$ cat config.mk
export PLATFORM = sky130hd
export DESIGN_NAME = midi_voice_alloc
export DESIGN_NICKNAME = d
export VERILOG_FILES = /design/src/rtl/midi_voice_alloc.sv
export SDC_FILE = /design/constraint.sdc
export NUM_CORES = 1
export LEC_CHECK = 0
export CAP_MARGIN = 20
export CORE_MARGIN = 10
export CORE_UTILIZATION = 51
export DETAILED_ROUTE_END_ITERATION = 7
export GPL_ROUTABILITY_DRIVEN = 1
export PLACE_DENSITY = 0.81
export SLEW_MARGIN = 20
export SYNTH_ARGS = -nofsm -noshare
export SYNTH_HDL_FRONTEND = slang
export SYNTH_SLANG_ARGS = --single-unit
$ cat constraint.sdc
create_clock -name clk_in -period 4.5 [get_ports clk_in]
set_clock_uncertainty 0.15 [all_clocks]
set_input_delay 1.35 -clock clk_in [delete_from_list [all_inputs] [get_ports clk_in]]
set_output_delay 1.35 -clock clk_in [all_outputs]
set_load 0.02 [all_outputs]
$ cat src/rtl/midi_voice_alloc.sv
// MIDI byte-stream parser with running status and channel filtering, feeding a
// voice-slot table that is presented as {note, velocity} words plus an on-mask.
module midi_voice_alloc #(
    parameter int NUM_VOICES   = 5,
    parameter int FIRST_SLOT   = 1,
    parameter int OMNI         = 1,
    parameter int MIDI_CHANNEL = 0
) (
    input  logic                  clk_in,
    input  logic                  rst_in,
    input  logic [7:0]            byte_in,
    input  logic                  byte_valid_in,
    output logic [15:0]           midi_burst_data_out [NUM_VOICES],
    output logic [NUM_VOICES-1:0] on_array_out,
    output logic                  midi_burst_change_out,
    output logic                  voice_overflow_out
);

    typedef enum logic [1:0] {
        WAIT_STATUS = 2'd0,
        WAIT_D1     = 2'd1,
        WAIT_D2     = 2'd2
    } state_t;

    state_t                r_state;
    state_t                w_next_state;
    logic [3:0]            r_status_hi;
    logic                  r_status_valid;
    logic [6:0]            r_d1;

    logic                  w_realtime;
    logic                  w_is_status;
    logic                  w_is_data;
    logic                  w_chan_ok;
    logic                  w_voice_status;
    logic                  w_d1_accept;
    logic                  w_d2_accept;
    logic                  w_note_on;
    logic                  w_note_off;
    logic                  w_all_off;

    logic [15:0]           r_data [NUM_VOICES];
    logic [NUM_VOICES-1:0] r_on;
    logic                  r_change;
    logic                  r_overflow;
    logic [15:0]           w_next_data [NUM_VOICES];
    logic [NUM_VOICES-1:0] w_next_on;
    logic [NUM_VOICES-1:0] w_hit_vec;
    logic [NUM_VOICES-1:0] w_free_vec;
    logic [NUM_VOICES-1:0] w_free_first;
    logic                  w_change;
    logic                  w_overflow;

    // Real-time bytes are invisible to the parser: neither status nor data.
    assign w_realtime     = (byte_in >= 8'hF8);
    assign w_is_status    = byte_valid_in && byte_in[7] && !w_realtime;
    assign w_is_data      = byte_valid_in && !byte_in[7];
    assign w_chan_ok      = (OMNI != 0) || (byte_in[3:0] == MIDI_CHANNEL[3:0]);
    assign w_voice_status = ((byte_in[7:5] == 3'b100) || (byte_in[7:4] == 4'hB)) && w_chan_ok;
    assign w_d1_accept    = w_is_data &&
                            ((r_state == WAIT_D1) || ((r_state == WAIT_STATUS) && r_status_valid));
    assign w_d2_accept    = w_is_data && (r_state == WAIT_D2);

    // NOTE: sequential state is always assigned with <= so every register samples pre-edge values.
    always_ff @(posedge clk_in or posedge rst_in) begin
        if (rst_in) begin
            r_state <= WAIT_STATUS;
        end else begin
            r_state <= w_next_state;
        end
    end

    // NOTE: every always_comb output gets a default first, so no path can infer a latch.
    always_comb begin
        w_next_state = r_state;
        if (w_is_status) begin
            w_next_state = w_voice_status ? WAIT_D1 : WAIT_STATUS;
        end else if (w_d1_accept) begin
            w_next_state = WAIT_D2;
        end else if (w_d2_accept) begin
            w_next_state = WAIT_STATUS;
        end
    end

    always_comb begin
        w_note_on  = 1'b0;
        w_note_off = 1'b0;
        w_all_off  = 1'b0;
        if (w_d2_accept) begin
            case (r_status_hi)
                4'h9: begin
                    w_note_on  = (byte_in != 8'h00);
                    w_note_off = (byte_in == 8'h00);
                end
                4'h8:    w_note_off = 1'b1;
                4'hB:    w_all_off  = (r_d1 == 7'h7B);
                default: ;
            endcase
        end
    end

    // Running status survives message completion; any non-voice status clears it.
    always_ff @(posedge clk_in or posedge rst_in) begin
        if (rst_in) begin
            r_status_hi    <= 4'h0;
            r_status_valid <= 1'b0;
            r_d1           <= 7'h00;
        end else begin
            if (w_is_status) begin
                r_status_hi    <= byte_in[7:4];
                r_status_valid <= w_voice_status;
            end
            if (w_d1_accept) begin
                r_d1 <= byte_in[6:0];
            end
        end
    end

    // Reserved slots never match and are never free, so they are never written.
    always_comb begin
        for (int i = 0; i < NUM_VOICES; i++) begin
            w_hit_vec[i]  = (i >= FIRST_SLOT) && r_on[i] && (r_data[i][14:8] == r_d1);
            w_free_vec[i] = (i >= FIRST_SLOT) && !r_on[i];
        end
    end

    // Isolate the lowest set bit: lowest-index free slot wins.
    assign w_free_first = w_free_vec & (~w_free_vec + NUM_VOICES'(1));

    always_comb begin
        w_next_data = r_data;
        w_next_on   = r_on;
        w_change    = 1'b0;
        w_overflow  = 1'b0;
        if (w_note_on) begin
            if (|w_hit_vec) begin
                for (int i = 0; i < NUM_VOICES; i++) begin
                    if (w_hit_vec[i]) begin
                        w_next_data[i][7:0] = byte_in;
                    end
                end
                w_change = 1'b1;
            end else if (|w_free_vec) begin
                for (int i = 0; i < NUM_VOICES; i++) begin
                    if (w_free_first[i]) begin
                        w_next_data[i] = {1'b0, r_d1, byte_in};
                        w_next_on[i]   = 1'b1;
                    end
                end
                w_change = 1'b1;
            end else begin
                w_overflow = 1'b1;
            end
        end else if (w_note_off) begin
            if (|w_hit_vec) begin
                for (int i = 0; i < NUM_VOICES; i++) begin
                    if (w_hit_vec[i]) begin
                        w_next_data[i] = 16'h0000;
                        w_next_on[i]   = 1'b0;
                    end
                end
                w_change = 1'b1;
            end
        end else if (w_all_off && (|r_on)) begin
            for (int i = 0; i < NUM_VOICES; i++) begin
                w_next_data[i] = 16'h0000;
            end
            w_next_on = '0;
            w_change  = 1'b1;
        end
    end

    // NOTE: the slot table is reset because it drives outputs that must read 0 after reset.
    always_ff @(posedge clk_in or posedge rst_in) begin
        if (rst_in) begin
            for (int i = 0; i < NUM_VOICES; i++) begin
                r_data[i] <= 16'h0000;
            end
            r_on       <= '0;
            r_change   <= 1'b0;
            r_overflow <= 1'b0;
        end else begin
            r_data     <= w_next_data;
            r_on       <= w_next_on;
            r_change   <= w_change;
            r_overflow <= w_overflow;
        end
    end

    assign midi_burst_data_out   = r_data;
    assign on_array_out          = r_on;
    assign midi_burst_change_out = r_change;
    assign voice_overflow_out    = r_overflow;

endmodule

; Yosys cells after proc, flatten, opt, wreduce, memory -nomap -nowiden
; Index checks and enable logic that the tools add are counted.
[word_totals]
out_inout_bits = 87
register_bits = 101
elab_cells = 158
in_bits = 11
[classes]
n_mux = 62
reduce_logical = 37
n_addsub = 1
n_lt_le_gt_ge = 1
eq_ne = 35
bitwise_logic = 2
[ops]
columns = cell, n
row1 = $mux W80, 4
row2 = $mux W16, 9
row3 = $mux W8, 14
row4 = $mux W64, 1
row5 = $reduce_and A6 Y1, 9
row6 = $mux W5, 6
row7 = $eq A7 B7 Y1, 4
row8 = $mux W1, 24
row9 = $eq A4 B4 Y1 const B, 4
row10 = $ne A3 B1 Y1 const B, 5
row11 = $ne A3 B2 Y1 const B, 5
row12 = $ne A2 B1 Y1 const B, 6
row13 = $ne A3 B3 Y1 const B, 4
row14 = $logic_and A1 B1 Y1, 11
row15 = $ge A8 B8 Y1 const B, 1
row16 = $logic_not A8 Y1, 1
row17 = $reduce_bool A8 Y1, 1
row18 = $reduce_or A4 Y1, 2
row19 = $eq A7 B7 Y1 const B, 1
row20 = $logic_not A1 Y1, 6
row21 = $mux W2, 3
row22 = $ne A2 B2 Y1 const B, 3
row23 = $reduce_bool A3 Y1, 2
row24 = $add A5 B1 Y5 const B, 1
row25 = other kinds (10), 11

; Longest topological paths before layout
; Gate-level depths: netlist of run 1.
[logic_depth]
word_depth = 8
ltp_mapped = 9
depth_no_buf = 7

; Worst setup path before layout of run 1
; No wires, ideal clock.
[synth_path]
path_kind = input to register
start = input port byte_in[1]
end = register r_data (netlist bit midi_burst_data_out[0])
stages = 7
t_arrival_ns = 3.011
path_buffers = 2
setup_ns = 0.128
path_slack_ns = 1.211
required_time_ns = 4.222
cell_sequence = or4_1 o21a_1 buf_6 a31oi_1 a21o_1 buf_2 mux2_1
[synth_via]
elab_chain_len = 5
elab_cells_between_ends = 15
classes_between = eq/ne (5) / mux (6) / reduce/logical (4)
[synth_rtl]
columns = element, line
row1 = from (decl), 11  ; input logic [7:0] byte_in,
row2 = $logic_not A8 Y1 / $reduce_bool A8 Y1 (equally long branches), "93, 92"
row3 = $pmux W1 S2 / $mux W1 (equally long branches), 90  ; case (r_status_hi)
row4 = $mux W1, 89  ; if (w_d2_accept) begin
row5 = $ne A3 B2 Y1 (no line) (tied with other cells), n/a
row6 = $reduce_and A6 Y1 (no line) / $mux W80 (equally long branches), n/a
row7 = to (signal assigned), 183  ; r_data <= w_next_data;
row8 = to (decl), 42  ; logic [15:0] r_data [NUM_VOICES];
; Parallel ways exist; a longest one is shown, timed or not. The select of a mux whose other input is x is not followed.
; A chain may end at the register's enable or synchronous reset.

; Worst setup path after layout of run 1
[layout_path]
start = input port byte_in[6]
end = register r_data (netlist bit midi_burst_data_out[34])
; The elaborated chain is that of the path after synthesis.

==> results of run 1 <==
-- power by group through the flow --
stage               logic, mW  clock network (mW)  registers, mW
floorplan               0.424                   0           1.06
global placement        0.492                   0           1.13
detailed placement      0.502                   0           1.14
CTS                     0.507               0.613           1.12
global route            0.546               0.647           1.14
finish                  0.503               0.602           1.12
-- cell families (layout without fill, tap and decap cells) --
| kind of cell | Yosys count | after routing |
|---|---|---|
| AO/OA/AOI/OAI | 80 | 80 |
| XOR/XNOR | 28 | 28 |
| buffers and inverters | 25 | 120 |
| flip-flops | 96 | 96 |
| multiplexers | 23 | 23 |
| other | 1 | 5 |
| AND/OR/NAND/NOR | 113 | 113 |
-- synthesized netlist by cell type (2+ instances only) --
| cell | n | share of area (%) |
|---|---|---|
| o21a_1 | 3 | 0.51 |
| nand3_1 | 2 | 0.23 |
| o22ai_2 | 2 | 0.56 |
| and2_1 | 4 | 0.56 |
| or4_1 | 2 | 0.34 |
| a22o_1 | 7 | 1.4 |
| mux2_1 | 7 | 1.8 |
| o2bb2ai_1 | 14 | 2.8 |
| clkbuf_1 | 2 | 0.17 |
| a21o_1 | 3 | 0.51 |
| xnor2_1 | 28 | 5.5 |
| buf_6 | 2 | 0.51 |
| buf_4 | 12 | 2.0 |
| nor2b_1 | 17 | 2.4 |
| inv_1 | 5 | 0.42 |
| nor3_1 | 5 | 0.56 |
| o21ai_1 | 14 | 1.6 |
| nor4_1 | 2 | 0.28 |
| mux2_2 | 9 | 2.3 |
| a21oi_1 | 3 | 0.34 |
| nand2_1 | 26 | 2.2 |
| o21ai_0 | 8 | 0.90 |
| nor2_2 | 3 | 0.42 |
| a22oi_1 | 2 | 0.34 |
| nor2_1 | 11 | 0.93 |
| o21ai_2 | 5 | 0.99 |
| nor2_4 | 2 | 0.51 |
| nand2_2 | 4 | 0.56 |
| a32o_1 | 7 | 1.6 |
| and3_1 | 8 | 1.1 |
| mux2_4 | 7 | 2.4 |
| nand4_1 | 14 | 2.0 |
| buf_2 | 4 | 0.45 |
| dfrtp_1 | 96 | 54 |
-- metrics by stage --
stage	hold WS (ns)	setup WS [ns]	utilization, %	area [sq um]	power [mW]
global route	0.357	0.631	67.7	5640	2.33
finish	0.330	0.715	67.7	5640	2.23
CTS	0.335	0.739	67.7	5640	2.24
floorplan	0.285	0.495	-	4450	1.48
global placement	0.302	0.459	65.2	5430	1.63
detailed placement	0.312	0.364	65.2	5430	1.64
-- cell type report --
cell class,count,area [sq um],area share (%)
clock buffer,10,128,2.26
clock inverter,5,81.3,1.44
inverter,5,20.0,0.355
multi-input combinational,249,1890,33.4
sequential,96,2400,42.6
tap,105,131,2.33
timing repair buffer,100,993,17.6
-- flip-flops by register name, indices dropped and copies added (netlist names) --
register,cells
midi_burst_change_out,1
midi_burst_data_out,75
on_array_out,5
r_d1,7
r_state,2
r_status_hi,4
r_status_valid,1
voice_overflow_out,1
-- metal layers --
metal / vias to the layer above / share of wire [%] / GRT usage (%)
met2: 124 / 46 / 26.2
met3: 8 / 9.7 / 5.65
met4: 0 / 1.0 / 7.02
li1: 1494 / - / -
met1: 1626 / 43 / 23.1
met5: - / 0 / 0
-- path summary, 6_finish.rpt --
path	start	endpoint	slack (ns)	cells past startpoint
worst max-delay path	byte_in[6]	midi_burst_data_out[34]	0.71	7
worst min-delay path	r_status_hi[3]	r_status_hi[3]	0.33	1
worst max register to register	r_d1[0]	midi_burst_data_out[34]	1.76	6
worst min register to register	r_status_hi[3]	r_status_hi[3]	0.33	1
max in group asynchronous	rst_in	midi_burst_data_out[38]	2.18	3
min in group asynchronous	rst_in	midi_burst_data_out[71]	1.30	2
==> results_dict.tcl, run 1 <==
set metrics [dict create \
    path_cells "clkdlybuf4s50_1 > or4_4 > o21a_1 > nand2_1 > nor4_1 > o31ai_4 > mux2_4" \
    via_per_inst 5.71 \
    cp.arrival_ns 3.88 \
    p_int_mw 1.50 \
    n_fill_cell 633 \
    synth_top_family_by_area "simple AND/OR/NAND/NOR gates" \
    clock_power_share_pct 27.0 \
    synthCells 366 \
    start_kind "primary input" \
    end_kind "flop" \
    cts_buffers 9 \
    dp_hpwl_microns 8100 \
    tightest_slew_ns 0.825 \
    yosysSeqAreaShare_pct 54.2 \
    ant_nets 0 \
    ios 98 \
    max_freq_ghz 0.264 \
    cts-root-buf "clkbuf_8" \
    num_rows 33 \
    critPathMaxStageDelay_ns 0.56 \
    layout_commonest_cell "dfrtp_1" \
    slew_violations 0 \
    finalSetupViolations 0 \
    die-area_sq_um 12800 \
    critPathKind "in2reg" \
    combPwrFrac_pct 22.6 \
    grt_pass1_vias 3355 \
    syn-cell-area_sq_um 4430 \
    clkTransAtPathRegs_ns 0.09 \
    tns_ns 0 \
    syn-mean-instance-area_sq_um 12.1 \
    status "completed" \
    grt_max_degree 49 \
    cp_num_buf_inv 1 \
    grt-ovfl-total 0 \
    synth_adder_area_share_pct 0 \
    n_antenna_cell 0 \
    synth-compound-area-share_pct 14.8 \
    drive_above_1_share_pct 15.5 \
    ctsHoldBuffers 0 \
    ys_ff_latch 96 \
    place.gp.congestion 0.861 \
    min_path_type "reg2reg" \
    path_delay_family "compound AO/OA/AOI/OAI gates" \
    initial_utilization_pct 53.2 \
    path_max_fanout 11 \
    finalHoldViolCount 0 \
    cts_tree "done" \
    htreeDepth 3 \
    drtIter0Drc 145 \
    fin_crit_sh_pct 84.1 \
    switching_share_pct 32.8 \
    net-switching-power_mw 0.732 \
    io_buffers 92 \
    synth-main-ff-cell "dfrtp_1" \
    core-area_sq_um 8340 \
    post_cts_buffers 0 \
    routed_wirelength_microns 11000 \
    final_nets 472 \
    most-common-layout-cells "96 x dfrtp_1, 92 x clkdlybuf4s50_1, 28 x xnor2_1, 26 x nand2_1, 17 x nor2b_1" \
    grt_pass1_wl_microns 18300 \
    antenna_found_initial 0 \
    yosysWarningCount 0 \
    drtPass1Iterations 4 \
    power_density_nw_per_um2 395 \
    muxShareOfSynthArea_pct 6.44 \
    cts_resized 0 \
    synth-simple-area-share_pct 15.3 \
    synthArstFlopShare_pct 100 \
    instances_no_fill 570 \
    numClockSinks 96 \
    die_y_microns 113 \
    crit_required_ns 4.59 \
    dpl.cell_count 555 \
    slew_headroom_pct 44.9 \
    area_growth_pct 27.3 \
    dieWidth_microns 113 \
    layout_min_cycle_time_ns 3.79 \
    cap_violations 0 \
    drcViolationCount 0 \
    critPathSlowestCell "clkdlybuf4s50_1" \
    p_leak_nw 2.39 \
    pwr-share-seq_pct 50.4 \
    clock_latency_ns 0.36 \
    grtUsageTotal_pct 17.6 \
    synth-edff-count 0 \
    ctsLongestPathBuffers 2 \
    ir_drop_mv 0.250 \
    vias 3252 \
    yosys.area_share.xor_xnor_pct 5.53 \
    synth_cell_types 60 \
    wl_per_cell_microns 19.3 \
    rsz0062_at_grt "no" \
]
Note: power is estimated with default switching activity, not from simulation.
==> inputs of run 2 (changes only) <==
Clock period 4.5 ns to 3.93 ns, I/O delays scaled along.
==> results_dict.tcl, run 2 (synthesized netlist as in run 1, its figures left out) <==
set metrics [dict create \
    power_mw 2.51 \
    path_max_fanout 11 \
    p_leak_nw 2.42 \
    min_path_type "reg2reg" \
    crit_required_ns 4.03 \
    cts_tree "done" \
    grt_pass1_wl_microns 18900 \
    grt-ovfl-total 0 \
    vias 3365 \
    numClockSinks 96 \
    antenna_found_initial 0 \
    drtPass1Iterations 5 \
    io_buffers 92 \
    ctsHoldBuffers 0 \
    ios 98 \
    r2r_slack_ns 1.18 \
    ant_nets 0 \
    htreeDepth 3 \
    critPathMaxStageDelay_ns 0.58 \
    drive_above_1_share_pct 17.1 \
    drtIter0Drc 160 \
    cp.arrival_ns 3.63 \
    cap_violations 0 \
    n_antenna_cell 0 \
    status "completed" \
    ir_drop_mv 0.206 \
    grt_pass1_vias 3521 \
    final_nets 480 \
    layout_min_cycle_time_ns 3.53 \
    power_density_nw_per_um2 442 \
    num_rows 33 \
    wl_per_cell_microns 20.0 \
    dieWidth_microns 113 \
    placed_area_sq_um 5490 \
    slew_violations 0 \
    layout_commonest_cell "dfrtp_1" \
    cts_resized 0 \
    critPathKind "in2reg" \
    slew_headroom_pct 47.5 \
    core-area_sq_um 8340 \
    finalSetupViolations 0 \
    rsz0062_at_grt "no" \
    instances_no_fill 578 \
    largest_reg_flops 75 \
    cts_buffers 9 \
    final_core_util_pct 68.2 \
    ctsLongestPathBuffers 2 \
    finalHoldViolCount 0 \
    fin_crit_sh_pct 89.7 \
    path_cells "clkdlybuf4s50_1 > or4_1 > o21a_1 > nand2_1 > nor4_1 > o31ai_4 > mux2_4" \
    start_kind "primary input" \
    tns_ns 0 \
    area_growth_pct 28.3 \
    die-area_sq_um 12800 \
    clkTransAtPathRegs_ns 0.10 \
    dpl.cell_count 563 \
    place.gp.congestion 0.857 \
    post_cts_buffers 0 \
    max_freq_ghz 0.284 \
    drcViolationCount 0 \
    grt_max_degree 46 \
    cts-root-buf "clkbuf_8" \
    final_cell_area_sq_um 5690 \
    tightest_slew_ns 0.788 \
    die_y_microns 113 \
    end_kind "flop" \
    grtUsageTotal_pct 17.9 \
    routed_wirelength_microns 11600 \
    dp_hpwl_microns 8640 \
    critPathSlowestCell "or4_1" \
    initial_utilization_pct 53.2 \
    via_per_inst 5.82 \
    clock_latency_ns 0.37 \
    most-common-layout-cells "96 x dfrtp_1, 92 x clkdlybuf4s50_1, 28 x xnor2_1, 26 x nand2_1, 17 x nor2b_1" \
]
-- run 2: power breakdown --
part | internal (mW) | switching, mW
Combinational | 0.292 | 0.291
Sequential | 1.07 | 0.218
Clock | 0.294 | 0.348
-- run 2: critical path: cells and delay by family --
kind | cells | cell delay (ns)
AOI/OAI and AO/OA | 2 | 0.86
and+or+nand+nor | 3 | 0.77
buffers and inverters | 1 | 0.47
muxes | 1 | 0.34
-- run 2: path summary, 6_finish.rpt --
path | cells past startpoint | end | start
setup / recovery | 7 | midi_burst_data_out[32] | byte_in[2]
hold / removal | 1 | midi_burst_data_out[55] | midi_burst_data_out[55]
setup reg to reg | 7 | midi_burst_data_out[52] | r_d1[3]
hold reg to reg | 1 | midi_burst_data_out[55] | midi_burst_data_out[55]
max in group asynchronous | 3 | midi_burst_data_out[32] | rst_in
min in group asynchronous | 2 | midi_burst_data_out[66] | rst_in
-- run 2: routing by layer --
metal / global-route usage [%] / up-vias / share of wire (%)
li1: - / 1512 / -
met1: 22.4 / 1677 / 42
met2: 27.9 / 152 / 46
met3: 6.66 / 24 / 9.3
met4: 6.18 / 0 / 2.7
met5: 0 / - / 0
-- run 2: metrics by stage --
stage | setup slack, ns | hold slack, ns
2_1_floorplan | 0.0956 | 0.285
3_3_place_gp | 0.126 | 0.312
3_5_place_dp | 0.0473 | 0.324
4_1_cts | 0.432 | 0.347
5_1_grt | 0.289 | 0.366
6_report | 0.404 | 0.350
-- run 2: final cells by class --
class / instances / area [sq um]
Clock buffer: 9 / 124
Clock inverter: 6 / 70.1
Fill cell: 619 / 2650
Inverter: 5 / 20.0
Multi-Input combinational cell: 249 / 1890
Sequential cell: 96 / 2400
Tap cell: 105 / 131
Timing Repair Buffer: 108 / 1050
